### config.mk
export PLATFORM = sky130hd
export DESIGN_NAME = sdram_memtest_flat
export DESIGN_NICKNAME = d
export VERILOG_FILES = /design/src/rtl/sdram_memtest_pkg.sv /design/src/rtl/sdram_memtest_if.sv /design/src/rtl/sdram_memtest_lfsr16_step.sv /design/src/rtl/sdram_memtest.sv /design/src/flat_wrapper.sv
export SDC_FILE = /design/constraint.sdc
export NUM_CORES = 1
export LEC_CHECK = 0
export CAP_MARGIN = 15
export CELL_PAD_IN_SITES_DETAIL_PLACEMENT = 2
export CELL_PAD_IN_SITES_GLOBAL_PLACEMENT = 2
export CORE_MARGIN = 2
export CORE_UTILIZATION = 30
export DETAILED_ROUTE_END_ITERATION = 6
export PLACE_DENSITY = 0.8
export SLEW_MARGIN = 20
export SYNTH_ARGS = -nofsm -noshare
export SYNTH_HDL_FRONTEND = slang
export SYNTH_SLANG_ARGS = --single-unit
### constraint.sdc
create_clock -name clk -period 2.8 [get_ports clk]
set_clock_uncertainty 0.15 [all_clocks]
set_input_delay 0.7 -clock clk [delete_from_list [all_inputs] [get_ports clk]]
set_output_delay 0.7 -clock clk [all_outputs]
set_load 0.005 [all_outputs]
### src/rtl/sdram_memtest_pkg.sv
// Shared types and constants for the SDRAM memory tester.
// Holds the FSM state encoding, the LFSR tap mask and the default bus widths.
package sdram_memtest_pkg;

    localparam logic [15:0] LFSR_TAPS    = 16'hB400;
    localparam int          DEF_ADDR_W   = 24;
    localparam int          DEF_DATA_W   = 16;
    localparam int          DEF_ERRCNT_W = 16;

    typedef enum logic [2:0] {
        S_IDLE,
        S_WR_REQ,
        S_WR_NEXT,
        S_RD_REQ,
        S_RD_WAIT,
        S_RD_NEXT,
        S_DONE
    } state_t;

endpackage

### src/rtl/sdram_memtest_if.sv
// Request/response bus between the tester (master) and the SDRAM controller (slave).
interface sdram_memtest_if #(
    parameter int ADDR_W = 24,
    parameter int DATA_W = 16
);

    logic              sdram_req;
    logic              sdram_rh_wl;
    logic [ADDR_W-1:0] sdram_addr;
    logic [DATA_W-1:0] sdram_data_w;
    logic              sdram_ack;
    logic [DATA_W-1:0] sdram_data_r;
    logic              sdram_data_r_en;

    modport master (
        output sdram_req, sdram_rh_wl, sdram_addr, sdram_data_w,
        input  sdram_ack, sdram_data_r, sdram_data_r_en
    );

    modport slave (
        input  sdram_req, sdram_rh_wl, sdram_addr, sdram_data_w,
        output sdram_ack, sdram_data_r, sdram_data_r_en
    );

endinterface

### src/rtl/sdram_memtest_lfsr16_step.sv
// Combinational next state of the 16-bit Galois LFSR that generates the test pattern.
module lfsr16_step
    import sdram_memtest_pkg::*;
(
    input  logic [15:0] cur,
    output logic [15:0] nxt
);

    assign nxt = (cur >> 1) ^ (cur[0] ? LFSR_TAPS : 16'h0000);

endmodule

### src/rtl/sdram_memtest.sv
// Self-contained SDRAM tester: writes an LFSR pattern over 0..LAST_ADDR, reads it back and
// compares, reporting error count, first-failure details and a handshake watchdog.
module sdram_memtest
    import sdram_memtest_pkg::*;
#(
    parameter int                ADDR_W    = DEF_ADDR_W,
    parameter int                DATA_W    = DEF_DATA_W,
    parameter logic [ADDR_W-1:0] LAST_ADDR = {ADDR_W{1'b1}},
    parameter logic [15:0]       SEED      = 16'hACE1,
    parameter int                TIMEOUT   = 1023,
    parameter int                ERRCNT_W  = DEF_ERRCNT_W
) (
    input  logic                clk,
    input  logic                reset_l,
    input  logic                start,
    output logic                busy,
    output logic                done,
    output logic                pass,
    output logic                timeout,
    output logic [ERRCNT_W-1:0] err_count,
    output logic [ADDR_W-1:0]   first_err_addr,
    output logic [DATA_W-1:0]   first_err_exp,
    output logic [DATA_W-1:0]   first_err_got,
    sdram_memtest_if.master     bus
);

    localparam int WD_W = $clog2(TIMEOUT + 1);

    state_t            state;
    logic [ADDR_W-1:0] addr;
    logic [15:0]       lfsr;
    logic [15:0]       lfsr_next;
    logic [WD_W-1:0]   wd_cnt;
    logic              req;
    logic              rh_wl;
    logic [DATA_W-1:0] expect_word;
    logic              at_last;
    logic              cmp_now;
    logic              mismatch;
    logic              abort;

    lfsr16_step u_step (
        .cur (lfsr),
        .nxt (lfsr_next)
    );

    assign bus.sdram_req    = req;
    assign bus.sdram_rh_wl  = rh_wl;
    assign bus.sdram_addr   = addr;
    assign bus.sdram_data_w = expect_word;

    assign expect_word = DATA_W'(lfsr);
    assign at_last     = (addr == LAST_ADDR);
    assign mismatch    = (bus.sdram_data_r != expect_word);

    // A read may complete in the same cycle it is acked, so compare in RD_REQ as well.
    assign cmp_now = bus.sdram_data_r_en &&
                     (((state == S_RD_REQ) && req && bus.sdram_ack) || (state == S_RD_WAIT));

    assign abort = (wd_cnt == WD_W'(TIMEOUT)) &&
                   (((state == S_WR_REQ)  && !bus.sdram_ack) ||
                    ((state == S_RD_REQ)  && !(req && bus.sdram_ack)) ||
                    ((state == S_RD_WAIT) && !bus.sdram_data_r_en));

    always_ff @(posedge clk) begin
        if (!reset_l) begin
            state          <= S_IDLE;
            addr           <= '0;
            lfsr           <= '0;
            wd_cnt         <= '0;
            req            <= 1'b0;
            rh_wl          <= 1'b0;
            busy           <= 1'b0;
            done           <= 1'b0;
            pass           <= 1'b0;
            timeout        <= 1'b0;
            err_count      <= '0;
            first_err_addr <= '0;
            first_err_exp  <= '0;
            first_err_got  <= '0;
        end else begin
            wd_cnt <= '0;
            if (cmp_now && mismatch) begin
                if (err_count != '1)
                    err_count <= err_count + 1'b1;
                if (err_count == '0) begin
                    first_err_addr <= addr;
                    first_err_exp  <= expect_word;
                    first_err_got  <= bus.sdram_data_r;
                end
            end

            case (state)
                S_IDLE, S_DONE: begin
                    if (start) begin
                        state          <= S_WR_REQ;
                        addr           <= '0;
                        lfsr           <= SEED;
                        req            <= 1'b1;
                        rh_wl          <= 1'b0;
                        busy           <= 1'b1;
                        done           <= 1'b0;
                        pass           <= 1'b0;
                        timeout        <= 1'b0;
                        err_count      <= '0;
                        first_err_addr <= '0;
                        first_err_exp  <= '0;
                        first_err_got  <= '0;
                    end
                end
                S_WR_REQ: begin
                    if (bus.sdram_ack) begin
                        req <= 1'b0;
                        if (at_last) begin
                            state <= S_RD_REQ;
                            addr  <= '0;
                            lfsr  <= SEED;
                            rh_wl <= 1'b1;
                        end else begin
                            state <= S_WR_NEXT;
                        end
                    end else begin
                        wd_cnt <= wd_cnt + 1'b1;
                    end
                end
                S_WR_NEXT: begin
                    addr  <= addr + 1'b1;
                    lfsr  <= lfsr_next;
                    req   <= 1'b1;
                    state <= S_WR_REQ;
                end
                // Entered from the final write with req low, so req is raised one cycle later.
                S_RD_REQ: begin
                    if (!req) begin
                        req    <= 1'b1;
                        wd_cnt <= wd_cnt + 1'b1;
                    end else if (bus.sdram_ack) begin
                        req   <= 1'b0;
                        state <= bus.sdram_data_r_en ? S_RD_NEXT : S_RD_WAIT;
                    end else begin
                        wd_cnt <= wd_cnt + 1'b1;
                    end
                end
                S_RD_WAIT: begin
                    if (bus.sdram_data_r_en)
                        state <= S_RD_NEXT;
                    else
                        wd_cnt <= wd_cnt + 1'b1;
                end
                S_RD_NEXT: begin
                    if (at_last) begin
                        state <= S_DONE;
                        busy  <= 1'b0;
                        done  <= 1'b1;
                        pass  <= (err_count == '0) && !timeout;
                    end else begin
                        addr  <= addr + 1'b1;
                        lfsr  <= lfsr_next;
                        req   <= 1'b1;
                        state <= S_RD_REQ;
                    end
                end
                default: state <= S_IDLE;
            endcase

            if (abort) begin
                state   <= S_DONE;
                req     <= 1'b0;
                busy    <= 1'b0;
                done    <= 1'b1;
                timeout <= 1'b1;
                pass    <= 1'b0;
            end
        end
    end

endmodule

### src/flat_wrapper.sv
// flat-port wrapper written by rule: the top's interface ports become plain ports
module sdram_memtest_flat import sdram_memtest_pkg::*;
#(
    parameter int                ADDR_W    = DEF_ADDR_W,
    parameter int                DATA_W    = DEF_DATA_W,
    parameter logic [ADDR_W-1:0] LAST_ADDR = {ADDR_W{1'b1}},
    parameter logic [15:0]       SEED      = 16'hACE1,
    parameter int                TIMEOUT   = 1023,
    parameter int                ERRCNT_W  = DEF_ERRCNT_W
)
  (clk, reset_l, start, busy, done, pass, timeout, err_count, first_err_addr, first_err_exp, first_err_got, bus_sdram_req, bus_sdram_rh_wl, bus_sdram_addr, bus_sdram_data_w, bus_sdram_ack, bus_sdram_data_r, bus_sdram_data_r_en);
  sdram_memtest_if #(.ADDR_W(ADDR_W), .DATA_W(DATA_W)) bus_i ();
  input  logic clk;
  input  logic reset_l;
  input  logic start;
  output logic busy;
  output logic done;
  output logic pass;
  output logic timeout;
  output logic [ERRCNT_W-1:0] err_count;
  output logic [ADDR_W-1:0] first_err_addr;
  output logic [DATA_W-1:0] first_err_exp;
  output logic [DATA_W-1:0] first_err_got;
  output wire logic [$bits(bus_i.sdram_req)-1:0] bus_sdram_req;
  output wire logic [$bits(bus_i.sdram_rh_wl)-1:0] bus_sdram_rh_wl;
  output wire logic [$bits(bus_i.sdram_addr)-1:0] bus_sdram_addr;
  output wire logic [$bits(bus_i.sdram_data_w)-1:0] bus_sdram_data_w;
  input wire logic [$bits(bus_i.sdram_ack)-1:0] bus_sdram_ack;
  input wire logic [$bits(bus_i.sdram_data_r)-1:0] bus_sdram_data_r;
  input wire logic [$bits(bus_i.sdram_data_r_en)-1:0] bus_sdram_data_r_en;
  assign bus_sdram_req = bus_i.sdram_req;
  assign bus_sdram_rh_wl = bus_i.sdram_rh_wl;
  assign bus_sdram_addr = bus_i.sdram_addr;
  assign bus_sdram_data_w = bus_i.sdram_data_w;
  assign bus_i.sdram_ack = bus_sdram_ack;
  assign bus_i.sdram_data_r = bus_sdram_data_r;
  assign bus_i.sdram_data_r_en = bus_sdram_data_r_en;
  sdram_memtest #(.ADDR_W(ADDR_W), .DATA_W(DATA_W), .LAST_ADDR(LAST_ADDR), .SEED(SEED), .TIMEOUT(TIMEOUT), .ERRCNT_W(ERRCNT_W)) u_core (.clk(clk), .reset_l(reset_l), .start(start), .busy(busy), .done(done), .pass(pass), .timeout(timeout), .err_count(err_count), .first_err_addr(first_err_addr), .first_err_exp(first_err_exp), .first_err_got(first_err_got), .bus(bus_i));
endmodule
-- After elaboration in Yosys (flattened, before gate mapping)
Cells that the tools add are included.
- bits of input ports: 21
- logic and storage cells: 139
- bits in registers: 131
- output and inout port bits: 118
- reductions and logical operators: 36
- bitwise operators: 2
- mux-type cells: 59
- eq/ne operators: 24
- add/subtract/negate cells: 3
- operators by type and width (operator ; number):
    $mux 16 ; 17
    $mux 24 ; 8
    $pmux 24 s4 ; 1
    $pmux 16 s4 ; 1
    $mux 10 ; 3
    $pmux 10 s3 ; 1
    $add 24x1->24 const B ; 1
    $eq 24x24->1 const B ; 1
    $mux 3 ; 7
    $pmux 3 s6 ; 1
    $add 16x1->16 const B ; 1
    $logic_not 16->1 ; 1
    $ne 16x16->1 ; 1
    $ne 16x16->1 const B ; 1
    $xor 15x16->16 ; 1
    $mux 1 ; 15
    $reduce_and 5->1 ; 3
    $ne 3x2->1 const B ; 4
    $add 10x1->10 const B ; 1
    $eq 10x10->1 const B ; 1
    $logic_and 1x1->1 ; 10
    $ne 2x2->1 const B ; 5
    $eq 3x3->1 const B ; 3
    $pmux 1 s2 ; 4
    17 further kinds ; 32

-- Logic depth before layout (Yosys ltp)
- depth in word-level cells: 9
- gate-level depth with buffers: 9
- mapped depth without buffers: 6

-- Hierarchy
From an unflattened synthesis, not the netlist that was laid out.
- cell total of the unflattened synthesis: 686
- area, all modules: 6002.0 µm²
- by module, submodules not included (module ; sequential area each (µm²) ; area each (µm²) ; cells each ; times used):
    sdram_memtest ; 2622.5 ; 5878.1 ; 670 ; 1
    lfsr16_step ; 0.0 ; 123.9 ; 16 ; 1

-- Worst setup path after synthesis
Ideal clock, no wire load.
- kind: register -> register
- start: reg u_core.addr[0] (netlist: u_core.bus.sdram_addr[0])
- end: reg u_core.pass
- data required time: 2.580 ns
- path buffers: 1
- slack: 0.210 ns
- cell stages (with the launch flop): 8
- data arrival time: 2.370 ns
- cells stage by stage: dfxtp_1 > ha_1 > nand3_2 > or4_4 > buf_6 > or4_4 > or3_1 > a21oi_1
- word-level cells in the longest chain between the ends: 3
- ends and longest elaborated chain (element ; line ; RTL):
    start: declaration ; sdram_memtest.sv:30 ; logic [ADDR_W-1:0] addr;
    start signal: assignment ; sdram_memtest.sv:127 ; addr <= addr + 1'b1;
    start signal: assignment ; sdram_memtest.sv:157 ; addr <= addr + 1'b1;
    $eq 24x24->1 ; sdram_memtest.sv:53 ; assign at_last = (addr == LAST_ADDR);
    $ne 2x1->1 (no line) ; -- ;
    $reduce_and 3->1 (no line) ; -- ;
    end signal: assignment ; sdram_memtest.sv:155 ; pass <= (err_count == '0) && !timeout;
    end: declaration ; sdram_memtest.sv:18 ; output logic pass,
No other way between the ends.
A chain may end at the register's enable or synchronous reset.

-- Worst setup path after layout
- start: in bus_sdram_data_r[1]
- end: reg u_core.first_err_got[4]
- word-level cells in the longest chain between the ends: 5
- ends and longest elaborated chain (element ; line ; RTL):
    start: declaration ; flat_wrapper.sv:29 ; input wire logic [$bits(bus_i.sdram_data_r)-1:0] bus_sdram_data_r;
    $ne 16x16->1 (*) ; sdram_memtest.sv:54 ; assign mismatch = (bus.sdram_data_r != expect_word);
    $logic_and 1x1->1 (*) ; sdram_memtest.sv:83 ; if (cmp_now && mismatch) begin
    $mux 16 (*) ; sdram_memtest.sv:83 ;
    $mux 16 ; sdram_memtest.sv:95 ; if (start) begin
    $mux 16 (*) ; sdram_memtest.sv:93 ; case (state)
    end signal: assignment ; sdram_memtest.sv:89 ; first_err_got <= bus.sdram_data_r;
    end: declaration ; sdram_memtest.sv:23 ; output logic [DATA_W-1:0] first_err_got,
Mark *: on every way between the ends. The rest lies on a longest branch, timed or not.

==> metrics.md <==
| Metric | Value |
|---|---|
| CTS tree | built |
| Pins Over Slew Limit | 0 |
| FF+latch count, synth | 131 |
| Worst ir drop on vdd | 0.437 mV |
| Most common cell after layout, fill and taps aside | nand2_1 |
| CTS Sinks | 131 |
| Routed WL | 25200 µm |
| Util after Layout | 0.438 |
| FMAX | 364 MHz |
| Cell Pwr Density | 547 nW/µm² |
| Setup Viol. Count Final | 0 |
| Critical path type | primary input to flop |
| Synth top area cells | dfxtp_1 (41%), mux2i_1 (11%), nand2_1 (10%) |
| Main combinational cell family by area after synthesis | simple AND/OR/NAND/NOR gates |
| NumNets Final | 962 |
| PortBufs | 138 |
| Actual slew at the worst max-slew pin | 830 ps |
| Residual DRC count | 0 |
| FF-to-FF End | u_core.bus.sdram_addr[13] |
| Worst-path clk slew | 60 ps |
| Power, Total | 5.06 mW |
| XOR/XNOR Fraction of Synth Area | 0.0380 |
| Total CTS buffers | 17 |
| Die Wd | 151 µm |
| Syn_nets | 791 |
| Mapped Cells | 766 |
| First-pass GRT wire length | 39000 µm |
| Synthesis Warnings | 0 |
| Die ar. | 22700 µm² |
| Mux contribution to synthesized area | 0.113 |
| Final Wtd Congestion | 0.780 |
| Reg2Reg Setup Slack | 190 ps |
| Crit start category | primary input |
| Fin crit share | 0.981 |
| Max Buffers Root-to-Sink | 2 |
| Post-Synth Simple-Gate Area | 0.265 |
| Core Box Area | 21100 µm² |
| Antenna Cells | 0 |
| Hold Fails Final Rpt | 0 |
| Req. time, crit path | 2970 ps |
| Outcome | completed |
| Grt total ovfl | 0 |
| Placed inst area | 8510 µm² |
| Synth Area in Compound Gates | 0.124 |
| Area leader, netlist | dfxtp_1 |
| Sequential share of the synthesized area | 0.407 |
| Hold Crit Depth | 2 |
| Share of cells above drive strength 1 | 0.123 |
| Post-Synth Adder-Cell Area | 0.00776 |
| FP Rows | 53 |
| DR vias/cell | 5.33 |
| WL/cell | 20.5 µm |
| Hpwl dp | 17100 µm |
| Worst Hold Launch | u_core.busy |
| Root Driver | clkbuf_16 |
| TritonRoute pass-1 iters | 4 |
| Dpl cells | 1190 |
| CP endpoint kind | flop |
| Worst hold path type | flop to flop |
| Most frequent cells in the layout | nand2_1 (174), clkdlybuf4s50_1 (137), dfxtp_1 (131) |
| Final ANT Viol Nets | 0 |
| 1st-iter DRT viols | 308 |
| Post-route insts no fill | 1225 |
| Setup tns final | 0 ps |
| Fillers | 2338 |
| Maxcap violations | 0 |
| Setup ws final | 52.8 ps |
| CP max FO | 22 |
| Hold WS | 305 ps |
| Vias | 6530 |
| Synth Cell Area | 6450 µm² |
| Most used DFF post-synth | dfxtp_1 |
| Post-synth EDFFs | 0 |
| Async SR Flop Fraction | 0 |
| FF-to-FF Start | u_core.bus.sdram_addr[12] |
| H-tree levels | 4 |
| Area growth syn-to-layout | 43.2% |
| Reg2Reg Depth | 6 |
| Skew-Pair Late Insertion Delay | 430 ps |
| Tmin final | 2750 ps |
| Initial antenna violation count | 1 |
| Post-synth cell types | 67 |
| Die height | 151 µm |
| Starting Density | 0.306 |
| Worst slack, placed | -306 ps |
| Vias in the first global route | 6887 |
| RSZ-0062 raised after global routing | false |
| # IOs | 139 |
| Avg Cell Area, Syn | 8.42 µm² |
| Post-route cell area | 9240 µm² |
| Max transition margin | 0.447 |
| Worst EP arrival | 2920 ps |
| Leakage dissipation | 3.16 nW |
| Total track usage | 0.223 |
| Post-synth top area share | 0.407 |
| Pin count of the biggest net entering global routing | 83 |
| Hold EP | u_core.busy |
critical path, stage by stage:
cell,delay [ps]
clkdlybuf4s50_1,460
xor2_1,190
nor4_1,540
and4_1,410
nor3b_2,120
buf_12,200
mux2i_1,280
routing by layer:
layer | vias up | GRT usage | routed length, µm
met5 | - | 0 | 0
met4 | 0 | 0.0729 | 502
met3 | 38 | 0.0379 | 611
met2 | 111 | 0.383 | 12600
met1 | 3287 | 0.283 | 11400
li1 | 3094 | - | -
worst max-delay path by stage:
stage / to / start / slack, ps
final: u_core.first_err_got[4] / bus_sdram_data_r[1] / 50
after detailed placement: u_core.bus.sdram_data_w[0] / bus_sdram_ack / -310
after CTS: u_core.first_err_got[4] / bus_sdram_data_r[1] / 110
after global placement: u_core.bus.sdram_data_w[0] / bus_sdram_ack / -190
after floorplan: u_core.pass / u_core.bus.sdram_addr[0] / 210
after global routing: u_core.bus.sdram_data_w[0] / u_core.bus.sdram_addr[1] / 5
power by group:
part	switching, mW	internal (mW)
Clock	0.892	1.81
Combinational	0.244	0.178
Sequential	0.0419	1.89
Total	1.18	3.88
flip-flops by register name, summed over array words and instances (netlist names), 3 cells and up:
name	flops
u_core.first_err_got	16
u_core.bus.sdram_addr	24
u_core.first_err_exp	16
u_core.err_count	16
u_core.state	3
u_core.bus.sdram_data_w	16
u_core.wd_cnt	10
u_core.first_err_addr	24
area by class of cell:
| cell class | instances | area [µm²] | area share |
|---|---|---|---|
| clock inverter | 12 | 250 | 0.0271 |
| multi-input combinational | 572 | 3560 | 0.386 |
| tap | 275 | 344 | 0.0372 |
| inverter | 11 | 41.3 | 0.00447 |
| sequential | 131 | 2620 | 0.284 |
| timing repair buffer | 204 | 1960 | 0.212 |
| clock buffer | 20 | 457 | 0.0494 |
cell families (layout without fill, tap and decap cells):
logic type / after synthesis / count (layout)
buf+inv: 63 / 247
simple gates: 346 / 346
fa+ha+maj: 4 / 4
mux: 73 / 73
flops: 131 / 131
xor+xnor: 28 / 28
compound gates: 121 / 121
Yosys cell counts (all sizes together) (3+ instances only):
| cell type | n |
|---|---|
| nand4 | 24 |
| a41oi | 4 |
| a311oi | 6 |
| nor2 | 26 |
| a31oi | 11 |
| o311ai | 3 |
| or4 | 12 |
| nand2b | 5 |
| xor2 | 26 |
| a21o | 3 |
| dfxtp | 131 |
| and3 | 6 |
| nor3b | 5 |
| clkbuf | 31 |
| nor3 | 10 |
| nand3 | 34 |
| inv | 11 |
| o31ai | 9 |
| nor4 | 15 |
| o211ai | 5 |
| ha | 4 |
| or3 | 6 |
| and2 | 6 |
| buf | 20 |
| or4b | 3 |
| a21oi | 24 |
| mux2i | 73 |
| and4 | 9 |
| a211oi | 4 |
| o21ai | 31 |
| nand2 | 174 |
what timing repair did:
| item | 4_1_cts | 5_1_grt |
|---|---|---|
| gates resized for setup | 0 | 1 |
| setup buffers | 0 | 3 |
| hold buffers | 0 | 0 |
| endpoints found under the hold margin | 0 | 0 |
| setup endpoints to repair | 0 | 12 |
No activity file was read; power rests on OpenSTA's default activity.
